**src/rtl/div_ratio_sched_if.sv**
```systemverilog
// Command-side bundle of the divider ratio scheduler.
// The controller drives the master modport. The scheduler takes the slave modport.
interface div_ratio_sched_if #(
    parameter int unsigned HOLD_W = 8
);
    logic              req_valid;
    logic [1:0]        req_ratio;
    logic [HOLD_W-1:0] req_hold;
    logic              req_ready;
    logic              cmd_flush;

    modport master (
        output req_valid,
        output req_ratio,
        output req_hold,
        output cmd_flush,
        input  req_ready
    );

    modport slave (
        input  req_valid,
        input  req_ratio,
        input  req_hold,
        input  cmd_flush,
        output req_ready
    );
endinterface

```
**src/rtl/div_ratio_sched.sv**
```systemverilog
// Ratio scheduler for the selectable-ratio clock divider: queues {ratio, hold} commands and
// switches the select only on mirrored output-period boundaries. Optional macro: SWITCH_CNT_EN.
module div_ratio_sched #(
    parameter int unsigned DEFAULT_RATIO = 0,
    parameter int unsigned FIFO_DEPTH    = 4,
    parameter int unsigned HOLD_W        = 8
) (
    input  logic                 clk,
    input  logic                 rst_n,
    div_ratio_sched_if.slave     req_if,
    output logic [1:0]           x_out,
    output logic                 period_tick,
    output logic                 cmd_done,
    output logic                 busy
`ifdef SWITCH_CNT_EN
    ,
    output logic [15:0]          switch_count
`endif
);

    localparam int unsigned AW      = $clog2(FIFO_DEPTH);
    localparam int unsigned ENTRY_W = 2 + HOLD_W;
    localparam logic [1:0]  DEF_X   = 2'(DEFAULT_RATIO);

    typedef enum logic {
        IDLE,
        ACTIVE
    } state_t;

    state_t              state_q, state_d;
    logic [3:0]          phase_cnt_q, phase_cnt_d;
    logic [1:0]          x_q, x_d;
    logic [HOLD_W-1:0]   hold_cnt_q, hold_cnt_d;
    logic                cmd_done_q, cmd_done_d;
    logic                flush_pend_q, flush_pend_d;
    logic [AW:0]         wr_ptr_q, wr_ptr_d;
    logic [AW:0]         rd_ptr_q, rd_ptr_d;
    logic [ENTRY_W-1:0]  mem_q [FIFO_DEPTH];

    logic [3:0]          period_last;
    logic                boundary;
    logic                empty;
    logic                full;
    logic                push;
    logic                pop;
    logic                can_pop;
    logic                flush_now;
    logic [1:0]          head_ratio;
    logic [HOLD_W-1:0]   head_hold;

    // ------------------------------------------------------------------
    // Divider period mirror: period is 2 << x clk cycles
    // ------------------------------------------------------------------
    always_comb begin
        period_last = 4'd1;
        case (x_q)
            2'd0:    period_last = 4'd1;
            2'd1:    period_last = 4'd3;
            2'd2:    period_last = 4'd7;
            default: period_last = 4'd15;
        endcase
    end

    assign boundary = (phase_cnt_q == period_last);

    always_comb begin
        phase_cnt_d = phase_cnt_q + 4'd1;
        if (boundary) begin
            phase_cnt_d = 4'd0;
        end
    end

    // ------------------------------------------------------------------
    // Command queue
    // ------------------------------------------------------------------
    assign empty      = (wr_ptr_q == rd_ptr_q);
    assign full       = (wr_ptr_q[AW] != rd_ptr_q[AW]) &&
                        (wr_ptr_q[AW-1:0] == rd_ptr_q[AW-1:0]);
    assign flush_now  = req_if.cmd_flush;
    // A flush wins over a push landing on the same edge
    assign push       = req_if.req_valid && !full && !flush_now;
    assign can_pop    = !empty && !flush_now;
    assign head_ratio = mem_q[rd_ptr_q[AW-1:0]][ENTRY_W-1 -: 2];
    assign head_hold  = mem_q[rd_ptr_q[AW-1:0]][HOLD_W-1:0];

    always_comb begin
        wr_ptr_d = wr_ptr_q + {{AW{1'b0}}, push};
        rd_ptr_d = rd_ptr_q + {{AW{1'b0}}, pop};
        if (flush_now) begin
            wr_ptr_d = '0;
            rd_ptr_d = '0;
        end
    end

    always_ff @(posedge clk) begin
        if (push) begin
            mem_q[wr_ptr_q[AW-1:0]] <= {req_if.req_ratio, req_if.req_hold};
        end
    end

    // ------------------------------------------------------------------
    // Scheduler FSM: every decision is gated by the period boundary
    // ------------------------------------------------------------------
    always_comb begin
        state_d      = state_q;
        x_d          = x_q;
        hold_cnt_d   = hold_cnt_q;
        cmd_done_d   = 1'b0;
        pop          = 1'b0;
        flush_pend_d = flush_pend_q || (flush_now && (state_q == ACTIVE));

        if (boundary) begin
            flush_pend_d = 1'b0;
            case (state_q)
                IDLE: begin
                    if (can_pop) begin
                        pop        = 1'b1;
                        x_d        = head_ratio;
                        hold_cnt_d = head_hold;
                        state_d    = ACTIVE;
                    end
                end
                ACTIVE: begin
                    if (flush_pend_q || flush_now) begin
                        cmd_done_d = 1'b1;
                        x_d        = DEF_X;
                        hold_cnt_d = '0;
                        state_d    = IDLE;
                    end else if (hold_cnt_q == HOLD_W'(1)) begin
                        cmd_done_d = 1'b1;
                        // Chain straight into the next command with no default-ratio period
                        if (can_pop) begin
                            pop        = 1'b1;
                            x_d        = head_ratio;
                            hold_cnt_d = head_hold;
                        end else begin
                            x_d        = DEF_X;
                            hold_cnt_d = '0;
                            state_d    = IDLE;
                        end
                    end else if (hold_cnt_q == '0) begin
                        if (can_pop) begin
                            cmd_done_d = 1'b1;
                            pop        = 1'b1;
                            x_d        = head_ratio;
                            hold_cnt_d = head_hold;
                        end
                    end else begin
                        hold_cnt_d = hold_cnt_q - HOLD_W'(1);
                    end
                end
                default: begin
                    x_d        = DEF_X;
                    hold_cnt_d = '0;
                    state_d    = IDLE;
                end
            endcase
        end
    end

    always_ff @(posedge clk or negedge rst_n) begin
        if (!rst_n) begin
            state_q      <= IDLE;
            phase_cnt_q  <= 4'd0;
            x_q          <= DEF_X;
            hold_cnt_q   <= '0;
            cmd_done_q   <= 1'b0;
            flush_pend_q <= 1'b0;
            wr_ptr_q     <= '0;
            rd_ptr_q     <= '0;
        end else begin
            state_q      <= state_d;
            phase_cnt_q  <= phase_cnt_d;
            x_q          <= x_d;
            hold_cnt_q   <= hold_cnt_d;
            cmd_done_q   <= cmd_done_d;
            flush_pend_q <= flush_pend_d;
            wr_ptr_q     <= wr_ptr_d;
            rd_ptr_q     <= rd_ptr_d;
        end
    end

`ifdef SWITCH_CNT_EN
    logic [15:0] switch_cnt_q, switch_cnt_d;

    always_comb begin
        switch_cnt_d = switch_cnt_q;
        if (boundary && (x_d != x_q) && (switch_cnt_q != 16'hFFFF)) begin
            switch_cnt_d = switch_cnt_q + 16'd1;
        end
    end

    always_ff @(posedge clk or negedge rst_n) begin
        if (!rst_n) begin
            switch_cnt_q <= 16'd0;
        end else begin
            switch_cnt_q <= switch_cnt_d;
        end
    end

    assign switch_count = switch_cnt_q;
`endif

    assign x_out            = x_q;
    assign period_tick      = boundary;
    assign cmd_done         = cmd_done_q;
    assign busy             = (state_q == ACTIVE) || !empty;
    assign req_if.req_ready = !full;

endmodule
```
**src/flat_wrapper.sv**
```systemverilog
// flat-port wrapper written by rule: the top's interface ports become plain ports
module div_ratio_sched_flat 
#(
    parameter int unsigned DEFAULT_RATIO = 0,
    parameter int unsigned FIFO_DEPTH    = 4,
    parameter int unsigned HOLD_W        = 8
)
  (clk, rst_n, x_out, period_tick, cmd_done, busy, req_if_req_valid, req_if_req_ratio, req_if_req_hold, req_if_cmd_flush, req_if_req_ready);
  div_ratio_sched_if #(.HOLD_W(HOLD_W)) req_if_i ();
  input  logic clk;
  input  logic rst_n;
  output logic [1:0] x_out;
  output logic period_tick;
  output logic cmd_done;
  output logic busy;
  input wire logic [$bits(req_if_i.req_valid)-1:0] req_if_req_valid;
  input wire logic [$bits(req_if_i.req_ratio)-1:0] req_if_req_ratio;
  input wire logic [$bits(req_if_i.req_hold)-1:0] req_if_req_hold;
  input wire logic [$bits(req_if_i.cmd_flush)-1:0] req_if_cmd_flush;
  output wire logic [$bits(req_if_i.req_ready)-1:0] req_if_req_ready;
  assign req_if_i.req_valid = req_if_req_valid;
  assign req_if_i.req_ratio = req_if_req_ratio;
  assign req_if_i.req_hold = req_if_req_hold;
  assign req_if_i.cmd_flush = req_if_cmd_flush;
  assign req_if_req_ready = req_if_i.req_ready;
  div_ratio_sched #(.DEFAULT_RATIO(DEFAULT_RATIO), .FIFO_DEPTH(FIFO_DEPTH), .HOLD_W(HOLD_W)) u_core (.clk(clk), .rst_n(rst_n), .req_if(req_if_i), .x_out(x_out), .period_tick(period_tick), .cmd_done(cmd_done), .busy(busy));
endmodule
```
**config.mk**
```make
export PLATFORM = sky130hd
export DESIGN_NAME = div_ratio_sched_flat
export DESIGN_NICKNAME = d
export VERILOG_FILES = /design/src/rtl/div_ratio_sched_if.sv /design/src/rtl/div_ratio_sched.sv /design/src/flat_wrapper.sv
export SDC_FILE = /design/constraint.sdc
export NUM_CORES = 1
export LEC_CHECK = 0
export ABC_AREA = 1
export CAP_MARGIN = 20
export CORE_MARGIN = 5
export CORE_UTILIZATION = 30
export CTS_CLUSTER_SIZE = 40
export DETAILED_ROUTE_END_ITERATION = 7
export PLACE_DENSITY = 0.43
export SLEW_MARGIN = 15
export SYNTH_ARGS = -nofsm -noshare
export SYNTH_HDL_FRONTEND = slang
export SYNTH_SLANG_ARGS = --single-unit
export TNS_END_PERCENT = 5
```
**constraint.sdc**
```tcl
create_clock -name clk -period 3.8 [get_ports clk]
set_input_delay 0.95 -clock clk [delete_from_list [all_inputs] [get_ports clk]]
set_output_delay 0.95 -clock clk [all_outputs]
set_load 0.05 [all_outputs]
```
==> results.json, run 1 <==
{
  "worstSetupStartpointType": "flip-flop",
  "reg2reg_slack_ps": 1580,
  "cts_tree": "yes",
  "grt-ovfl-total": 0,
  "cts-buffers-inserted": 9,
  "p_leak_nw": 1.67,
  "synth-seq-area-share_pct": 54.5,
  "slew_viol_final": 0,
  "clock-sinks": 63,
  "final_area_mm2": 0.00388,
  "period_needed_ps": 3230,
  "skew_ps": 9.33,
  "grt_max_degree": 24,
  "die-height_um": 114,
  "track_usage_pct": 12.5,
  "grt_pass1_wl_um": 12600,
  "final_core_util_pct": 36.1,
  "dp.cells": 527,
  "drtAntennaViolNets": 0,
  "portBuffers": 19,
  "slew_headroom_pct": 66.8,
  "cts_resized": 0,
  "synth_area_leader_cell": "edfxtp_1",
  "clkLatencyLatePin_ps": 350,
  "synth_commonest_cells": "87 x nand2_1, 46 x nor2_1, 42 x inv_1, 40 x edfxtp_1, 24 x o21ai_0",
  "fillers": 1130,
  "startpoint": "u_core.rd_ptr_q[1]",
  "worst-r2r-cell-count": 10,
  "cts_hold_buffers": 0,
  "start_util_pct": 30.3,
  "hold_viol_final": 0,
  "routabilityCongestion": 0.769,
  "ys_ff_latch": 63,
  "antenna_found_initial": 0,
  "cap_violations": 0,
  "r2r_end": "u_core.rd_ptr_q[2]",
  "critical_path_arrival_ps": 2280,
  "synthCells": 368,
  "r2r_start": "u_core.rd_ptr_q[1]",
  "synth_most_common_cell": "nand2_1",
  "cts.reportedPaths.clkPinSlew_ps": 80,
  "crit_type": "reg -> out",
  "yosys-top-cells-area": "edfxtp_1 37%, dfrtp_1 18%, nand2_1 10%",
  "rsz0062_at_grt": "no",
  "vias": 2425,
  "die-area_mm2": 0.0131,
  "dp_slack_ps": 862,
  "worst_slack_ps": 566,
  "row_count": 38,
  "hold_class": "reg -> reg",
  "required_ps": 2850,
  "crit_end": "req_if_req_ready",
  "cts-root-buf": "clkbuf_8",
  "place_area_mm2": 0.00363,
  "syn_avg_cell_area_um2": 8.86,
  "worst_slew_pin_slew_ps": 497,
  "cts_buffer_depth": 2,
  "drc": 0,
  "grt_pass1_vias": 2473,
  "tns_ps": 0,
  "async_flop_share_pct": 36.5,
  "fmax_ghz": 0.309,
  "dpl.hpwl_um": 5000,
  "path_max_fanout": 14,
  "num_io_pins": 20,
  "peakVddDrop_mv": 0.283,
  "postCtsSetupBuffers": 0,
  "initialDrtViolationCount": 123,
  "wl_um": 7410,
  "synth.top_cell.area_share_pct": 36.8,
  "via_per_inst": 4.47,
  "synth_warnings": 0,
  "yosysUniqueCellTypes": 31,
  "p_per_area_mw_per_mm2": 626,
  "setup_viol": 0,
  "wire_per_inst_um": 13.6,
  "diodes": 0,
  "layout.cells.non_filler": 543,
  "fin_hold_ws_ps": 469,
  "syn_nets": 390,
  "drt_pass1_iterations": 5,
  "synth-main-ff-cell": "edfxtp_1",
  "timing.final.crit_share_pct": 85.1,
  "area_growth_pct": 19.0,
  "mappedNetlistArea_mm2": 0.00326,
  "end_kind": "output pin",
  "synth_edf_count": 40,
  "core_area_mm2": 0.0107,
  "htree_levels": 3,
  "status": "complete, no violations",
  "drive_above_1_share_pct": 11.4,
  "design_power_total_mw": 2.43,
  "die_x_um": 114,
  "fin_nets": 420
}
-- logic make-up after synthesis --
logic type | count (synthesis) | synth area share (%)
compound gates | 58 | 9.52
xor+xnor | 6 | 1.61
fa+ha+maj | 8 | 3.07
buf+inv | 56 | 7.29
flops | 63 | 54.5
simple gates | 177 | 24.0
-- placed cells by master (no fill, tap or decap) --
cell	n
o21bai_1	1
or2_1	1
nor2_1	46
nor3_2	1
nand4_1	4
a31oi_1	1
xnor2_1	2
nand4_2	1
nand3_2	2
bufinv_16	3
o22ai_1	3
clkdlybuf4s50_1	19
nand2_1	87
xor2_1	4
a21oi_1	22
nor2_4	4
nor3_1	5
ha_1	8
nand3_1	18
nor2_2	3
buf_4	8
nand2_2	4
a22oi_1	2
clkinv_4	1
inv_8	1
a21boi_1	3
or2_2	1
inv_6	2
o21ai_0	24
inv_2	6
edfxtp_1	40
clkbuf_8	9
dfrtp_1	23
o21ai_1	2
inv_1	42
-- worst max-delay path, cell delays in order (launching register included) --
cell and delay, ps:
dfrtp_1 640, inv_2 190, nand2_1 130, nand2_2 70
nand4_1 90, clkdlybuf4s50_1 810
-- sequential cells by signal, summed over array words and instances (netlist names) --
| register | flops |
|---|---|
| u_core.rd_ptr_q | 3 |
| u_core.cmd_done | 1 |
| u_core.flush_pend_q | 1 |
| u_core.hold_cnt_q | 8 |
| u_core.x_out | 2 |
| u_core.mem_q | 40 |
| u_core.phase_cnt_q | 4 |
| u_core.wr_ptr_q | 3 |
| u_core.state_q | 1 |
-- how the worst min path moves through the flow --
stage / from / endpoint / slack (ps) / cells past startpoint
3_5_place_dp: u_core.phase_cnt_q[0] / u_core.phase_cnt_q[0] / 450 / 1
2_1_floorplan: u_core.phase_cnt_q[0] / u_core.phase_cnt_q[0] / 430 / 1
3_3_place_gp: u_core.phase_cnt_q[0] / u_core.phase_cnt_q[0] / 460 / 1
5_1_grt: u_core.phase_cnt_q[0] / u_core.phase_cnt_q[0] / 500 / 1
4_1_cts: u_core.phase_cnt_q[0] / u_core.phase_cnt_q[0] / 470 / 1
6_report: u_core.phase_cnt_q[0] / u_core.phase_cnt_q[0] / 470 / 1
-- per-layer routing --
layer	vias to the layer above	GRT usage (%)	share of wire [%]	wire [um]
met3	5	3.07	3.4	254
met4	0	3.72	0.97	72
li1	1266	-	-	-
met2	40	20.2	46	3380
met1	1114	16.7	50	3700
met5	-	0	0	0
-- layout make-up --
cell class / instances / area, um2 / area share (%)
clock inverters: 7 / 128 / 3.29
clock buffers: 9 / 124 / 3.19
inverters: 48 / 180 / 4.64
flip-flops and latches: 63 / 1780 / 45.8
repair buffers: 27 / 250 / 6.45
multi-input cells: 249 / 1250 / 32.1
well taps: 140 / 175 / 4.51
-- report_power, final --
group | internal [mW] | total (mW) | switching, mW
combinational | 0.282 | 0.765 | 0.482
sequential | 0.820 | 0.912 | 0.0926
clock | 0.446 | 0.754 | 0.307
total | 1.55 | 2.43 | 0.883
No activity file was read; power rests on OpenSTA's default activity.
==> run 2: changes to the inputs <==
CORE_UTILIZATION = 55   (was 30)
PLACE_DENSITY = 0.72   (was 0.43)
==> run 2 against run 1 <==
Clock skew fell by 3.7 ps. Core utilization grew 28 points. Combinational power is 1% lower. Flip-flop and latch count stayed put. Die area shrank 42%. Worst setup slack gained 56 ps. Highest routed layer unchanged.
==> results.json, run 2 (synthesized netlist as in run 1, its figures left out) <==
{
  "hold_class": "reg -> reg",
  "p_leak_nw": 1.64,
  "wire_per_inst_um": 13.8,
  "r2r_start": "u_core.hold_cnt_q[1]",
  "drt_pass1_iterations": 4,
  "hp-start": "u_core.phase_cnt_q[0]",
  "setup_viol": 0,
  "crit_type": "reg -> out",
  "cts.reportedPaths.clkPinSlew_ps": 70,
  "design_power_total_mw": 2.29,
  "grt_max_degree": 21,
  "cpPeakStageDelay_ps": 810,
  "die-height_um": 87.0,
  "fin_hold_ws_ps": 464,
  "cts_buffer_depth": 2,
  "htree_levels": 3,
  "diodes": 0,
  "tns_ps": 0,
  "cts_tree": "yes",
  "cp_num_buf_inv": 2,
  "end_kind": "output pin",
  "num_io_pins": 20,
  "hold_viol_final": 0,
  "grt_pass1_wl_um": 11100,
  "drive_above_1_share_pct": 10.7,
  "drtAntennaViolNets": 0,
  "crit_family": "buffers and inverters",
  "final_common_cell": "nand2_1",
  "largest_reg_flops": 40,
  "power_frac_clock_pct": 27.0,
  "cts_hold_buffers": 0,
  "core_area_mm2": 0.00585,
  "row_count": 28,
  "fmax_ghz": 0.315,
  "clock-sinks": 63,
  "initialDrtViolationCount": 103,
  "cts-buffers-inserted": 9,
  "wl_um": 6600,
  "vias": 2488,
  "die_x_um": 87.0,
  "via_per_inst": 5.22,
  "power.net_switching_mw": 0.830,
  "startpoint": "u_core.rd_ptr_q[1]",
  "drc": 0,
  "cts-root-buf": "clkbuf_8",
  "critical_path_arrival_ps": 2230,
  "start_util_pct": 55.7,
  "portBuffers": 19,
  "path_cells": "inv_2, nand2_1, nand2_2, nand4_1, clkdlybuf4s50_1",
  "die-area_mm2": 0.00757,
  "cap_violations": 0,
  "routabilityCongestion": 0.813,
  "status": "complete, no violations",
  "grt-ovfl-total": 0,
  "slew_headroom_pct": 44.7,
  "required_ps": 2850,
  "area_growth_pct": 15.0,
  "antenna_found_initial": 0,
  "slew_viol_final": 0,
  "clkLatencyLatePin_ps": 330,
  "rsz0062_at_grt": "no",
  "postCtsSetupBuffers": 0,
  "dp.cells": 461,
  "worstSetupStartpointType": "flip-flop",
  "p_per_area_mw_per_mm2": 611,
  "p_int_mw": 1.46,
  "period_needed_ps": 3180,
  "cts_resized": 0,
  "p_sw_share_pct": 36.2,
  "track_usage_pct": 19.4,
  "crit_slowest_cell": "clkdlybuf4s50_1",
  "dpl.hpwl_um": 4450,
  "layout.cells.non_filler": 477,
  "grt_pass1_vias": 2377,
  "fin_nets": 419,
  "peakVddDrop_mv": 0.414,
  "worst_slew_pin_slew_ps": 826,
  "layout_common_cells": "87 x nand2_1, 46 x nor2_1, 42 x inv_1",
  "path_max_fanout": 14,
  "skew_ps": 5.59,
  "p_seq_share_pct": 39.9,
  "pwr-share-comb_pct": 33.0,
  "timing.final.crit_share_pct": 83.6
}
[run 2: cell count changes in the layout (fill, tap and decap cells not counted)]
cell,change
clkinv_4,-1
inv_8,-1
clkinv_2,+1
bufinv_16,-1
clkinvlp_4,+2
inv_6,-2
buf_4,-1
clkinv_1,+2
[run 2: routing by layer]
layer  track usage [%]  routed length [um]  vias up
li1                  -                   -     1269
met2              31.8                3250       38
met1              24.7                3020     1173
met4              8.92                  90        0
met3              3.88                 248        8
met5                 0                   0        -
[run 2: worst paths after layout]
check | endpoint | slack [ps] | cells past startpoint
setup reg to reg | u_core.rd_ptr_q[2] | 1610 | 12
setup / recovery | req_if_req_ready | 620 | 5
max in group asynchronous | u_core.hold_cnt_q[1] | 2100 | 2
min in group asynchronous | u_core.hold_cnt_q[7] | 1090 | 1
hold / removal | u_core.phase_cnt_q[0] | 460 | 1
hold reg to reg | u_core.phase_cnt_q[0] | 460 | 1
[run 2: worst reg2reg max path, cell delays in order (launching register included)]
cell and delay, ps:
dfrtp_1 390, inv_1 160, ha_1 240, nand2_2 80
nor2_4 270, inv_2 90, nand2_2 100, a21oi_1 60
nor3_1 180, ha_1 180, ha_1 150, o21ai_0 90
a21oi_1 130
[run 2: metrics by stage]
step,utilization (%),worst slack [ps],instance area (um2)
final,64.1,622,3750
after global routing,64.1,467,3750
after CTS,64.1,584,3750
after detailed placement,60.5,947,3540
after global placement,60.5,978,3540
after floorplan,-,1340,3260
[run 2: final cells by class]
cell class	count	area, um2
clock buffer	9	124
clock inverter	7	87.6
fill	472	2100
inverter	48	180
multi-input combinational	249	1250
sequential	63	1780
tap	75	93.8
timing repair buffer	26	243
[run 2: power by group through the flow]
stage | sequential, mW | combinational, mW | clock (mW)
after floorplan | 0.936 | 0.546 | 0
after global placement | 0.925 | 0.740 | 0
after detailed placement | 0.926 | 0.755 | 0
after CTS | 0.913 | 0.759 | 0.633
after global routing | 0.926 | 0.865 | 0.669
final | 0.916 | 0.757 | 0.620
==> run 3: changes to the inputs <==
CORE_UTILIZATION = 53   (was 55)
clock period = 2.8 ns   (was 3.8 ns; I/O delays follow)
==> run 3 against run 2 <==
Register-to-register slack worse by 1100 ps. Via count fell by 0.24%. Power grew 39%. Worst setup slack got worse by 280 ps. Largest cell class unchanged. Critical endpoint unchanged. Cell area grew 1.2%. Flip-flop and latch count stayed put. Cell count rose by 0.21%. Largest power group unchanged. Wire length about the same. Critical path depth unchanged. Die area rose by 3.3%. Worst hold slack improved by 13 ps. Global-route usage shrank 0.28 points.
==> results.json, run 3 (synthesized netlist as in run 1, its figures left out) <==
{
  "status": "complete, no violations",
  "clkLatencyLatePin_ps": 350,
  "p_int_mw": 2.04,
  "largest_reg_flops": 40,
  "power_frac_clock_pct": 27.2,
  "worstSetupStartpointType": "flip-flop",
  "clock-sinks": 63,
  "cts-root-buf": "clkbuf_8",
  "routabilityCongestion": 0.880,
  "p_leak_nw": 1.67,
  "skew_ps": 15.5,
  "path_max_fanout": 14,
  "area_growth_pct": 16.4,
  "slew_headroom_pct": 64.2,
  "fin_nets": 420,
  "r2r_end": "u_core.rd_ptr_q[2]",
  "cap_violations": 0,
  "cts.reportedPaths.clkPinSlew_ps": 70,
  "layout_common_cells": "87 x nand2_1, 46 x nor2_1, 42 x inv_1",
  "via_per_inst": 5.19,
  "p_per_area_mw_per_mm2": 841,
  "r2r_start": "u_core.rd_ptr_q[1]",
  "num_io_pins": 20,
  "core_area_mm2": 0.00596,
  "grt-ovfl-total": 0,
  "portBuffers": 19,
  "die-area_mm2": 0.00782,
  "vias": 2482,
  "place_area_mm2": 0.00358,
  "worst_slack_ps": 341,
  "die-height_um": 88.4,
  "cts_resized": 0,
  "critical_path_arrival_ps": 1760,
  "reg2reg_slack_ps": 530,
  "cts_buffer_depth": 2,
  "hold_end": "u_core.phase_cnt_q[0]",
  "htree_levels": 3,
  "required_ps": 2100,
  "slew_viol_final": 0,
  "tns_ps": 0,
  "setup_viol": 0,
  "period_needed_ps": 2460,
  "wl_um": 6600,
  "grt_pass1_vias": 2335,
  "fmax_ghz": 0.407,
  "row_count": 28,
  "drc": 0,
  "worst-r2r-cell-count": 10,
  "p_seq_share_pct": 38.7,
  "start_util_pct": 54.7,
  "wire_per_inst_um": 13.8,
  "initialDrtViolationCount": 157,
  "final_common_cell": "nand2_1",
  "fillers": 507,
  "grt_pass1_wl_um": 11100,
  "power.net_switching_mw": 1.16,
  "worst_slew_pin_slew_ps": 536,
  "grt_max_degree": 24,
  "hp-start": "u_core.phase_cnt_q[0]",
  "cts_hold_buffers": 0,
  "timing.final.crit_share_pct": 87.8,
  "drive_above_1_share_pct": 11.9,
  "antenna_found_initial": 0,
  "end_kind": "output pin",
  "drt_pass1_iterations": 4,
  "cts-buffers-inserted": 9,
  "holdPathStages": 1,
  "dpl.hpwl_um": 4480,
  "drtAntennaViolNets": 0,
  "p_sw_share_pct": 36.3,
  "peakVddDrop_mv": 0.546,
  "track_usage_pct": 19.1,
  "hold_class": "reg -> reg",
  "dp_slack_ps": 201,
  "final_area_mm2": 0.00380,
  "die_x_um": 88.4,
  "hold_viol_final": 0,
  "rsz0062_at_grt": "no",
  "postCtsSetupBuffers": 0,
  "crit_type": "reg -> out",
  "pwr-share-comb_pct": 34.1,
  "diodes": 0,
  "cts_tree": "yes"
}
==> run 3: worst max-delay path by stage <==
stage	endpoint	startpoint	depth (start not counted)	slack, ps
6_report	req_if_req_ready	u_core.rd_ptr_q[1]	5	340
4_1_cts	req_if_req_ready	u_core.rd_ptr_q[1]	5	310
3_3_place_gp	u_core.rd_ptr_q[1]	req_if_cmd_flush	8	310
2_1_floorplan	u_core.mem_q[0][0]	u_core.rd_ptr_q[0]	6	340
3_5_place_dp	u_core.rd_ptr_q[2]	req_if_cmd_flush	8	200
5_1_grt	req_if_req_ready	u_core.rd_ptr_q[1]	5	180
==> run 3: metrics by stage <==
stage / utilization (%) / hold slack (ps) / power, mW / instances
after floorplan: - / 404 / 2.01 / 368
after global placement: 60.1 / 448 / 2.32 / 462
after detailed placement: 60.1 / 471 / 2.34 / 462
after CTS: 63.7 / 482 / 3.22 / 478
after global routing: 63.7 / 507 / 3.42 / 478
final: 63.7 / 477 / 3.19 / 478
==> run 3: per-layer routing <==
layer  track usage, %  vias to the layer above  part of all wire (%)
met5                0                        -                     0
met4             8.65                        0                   1.9
met3             5.68                       17                   6.1
met2             30.8                       59                    49
met1             23.8                     1136                    43
li1                 -                     1270                     -
==> run 3: area by class of cell <==
class / count / area (um2) / share of cell area (%)
sequential: 63 / 1780 / 46.8
multi-input combinational: 249 / 1250 / 32.8
timing repair buffer: 27 / 280 / 7.38
inverter: 48 / 180 / 4.75
clock buffer: 9 / 124 / 3.26
clock inverter: 7 / 95.1 / 2.50
tap: 75 / 93.8 / 2.47
==> run 3: worst max-delay path: stages (launching register included) <==
cell     delay, ps
dfrtp_1        580
inv_2          250
nand2_1         90
nand2_2         90
nand4_1        180
buf_12         220
==> run 3: power groups by stage <==
stage	Clock, mW	Sequential (mW)	Combinational, mW
floorplan	0	1.27	0.741
global placement	0	1.25	1.06
detailed placement	0	1.25	1.09
CTS	0.890	1.24	1.10
global route	0.937	1.25	1.23
finish	0.869	1.24	1.09
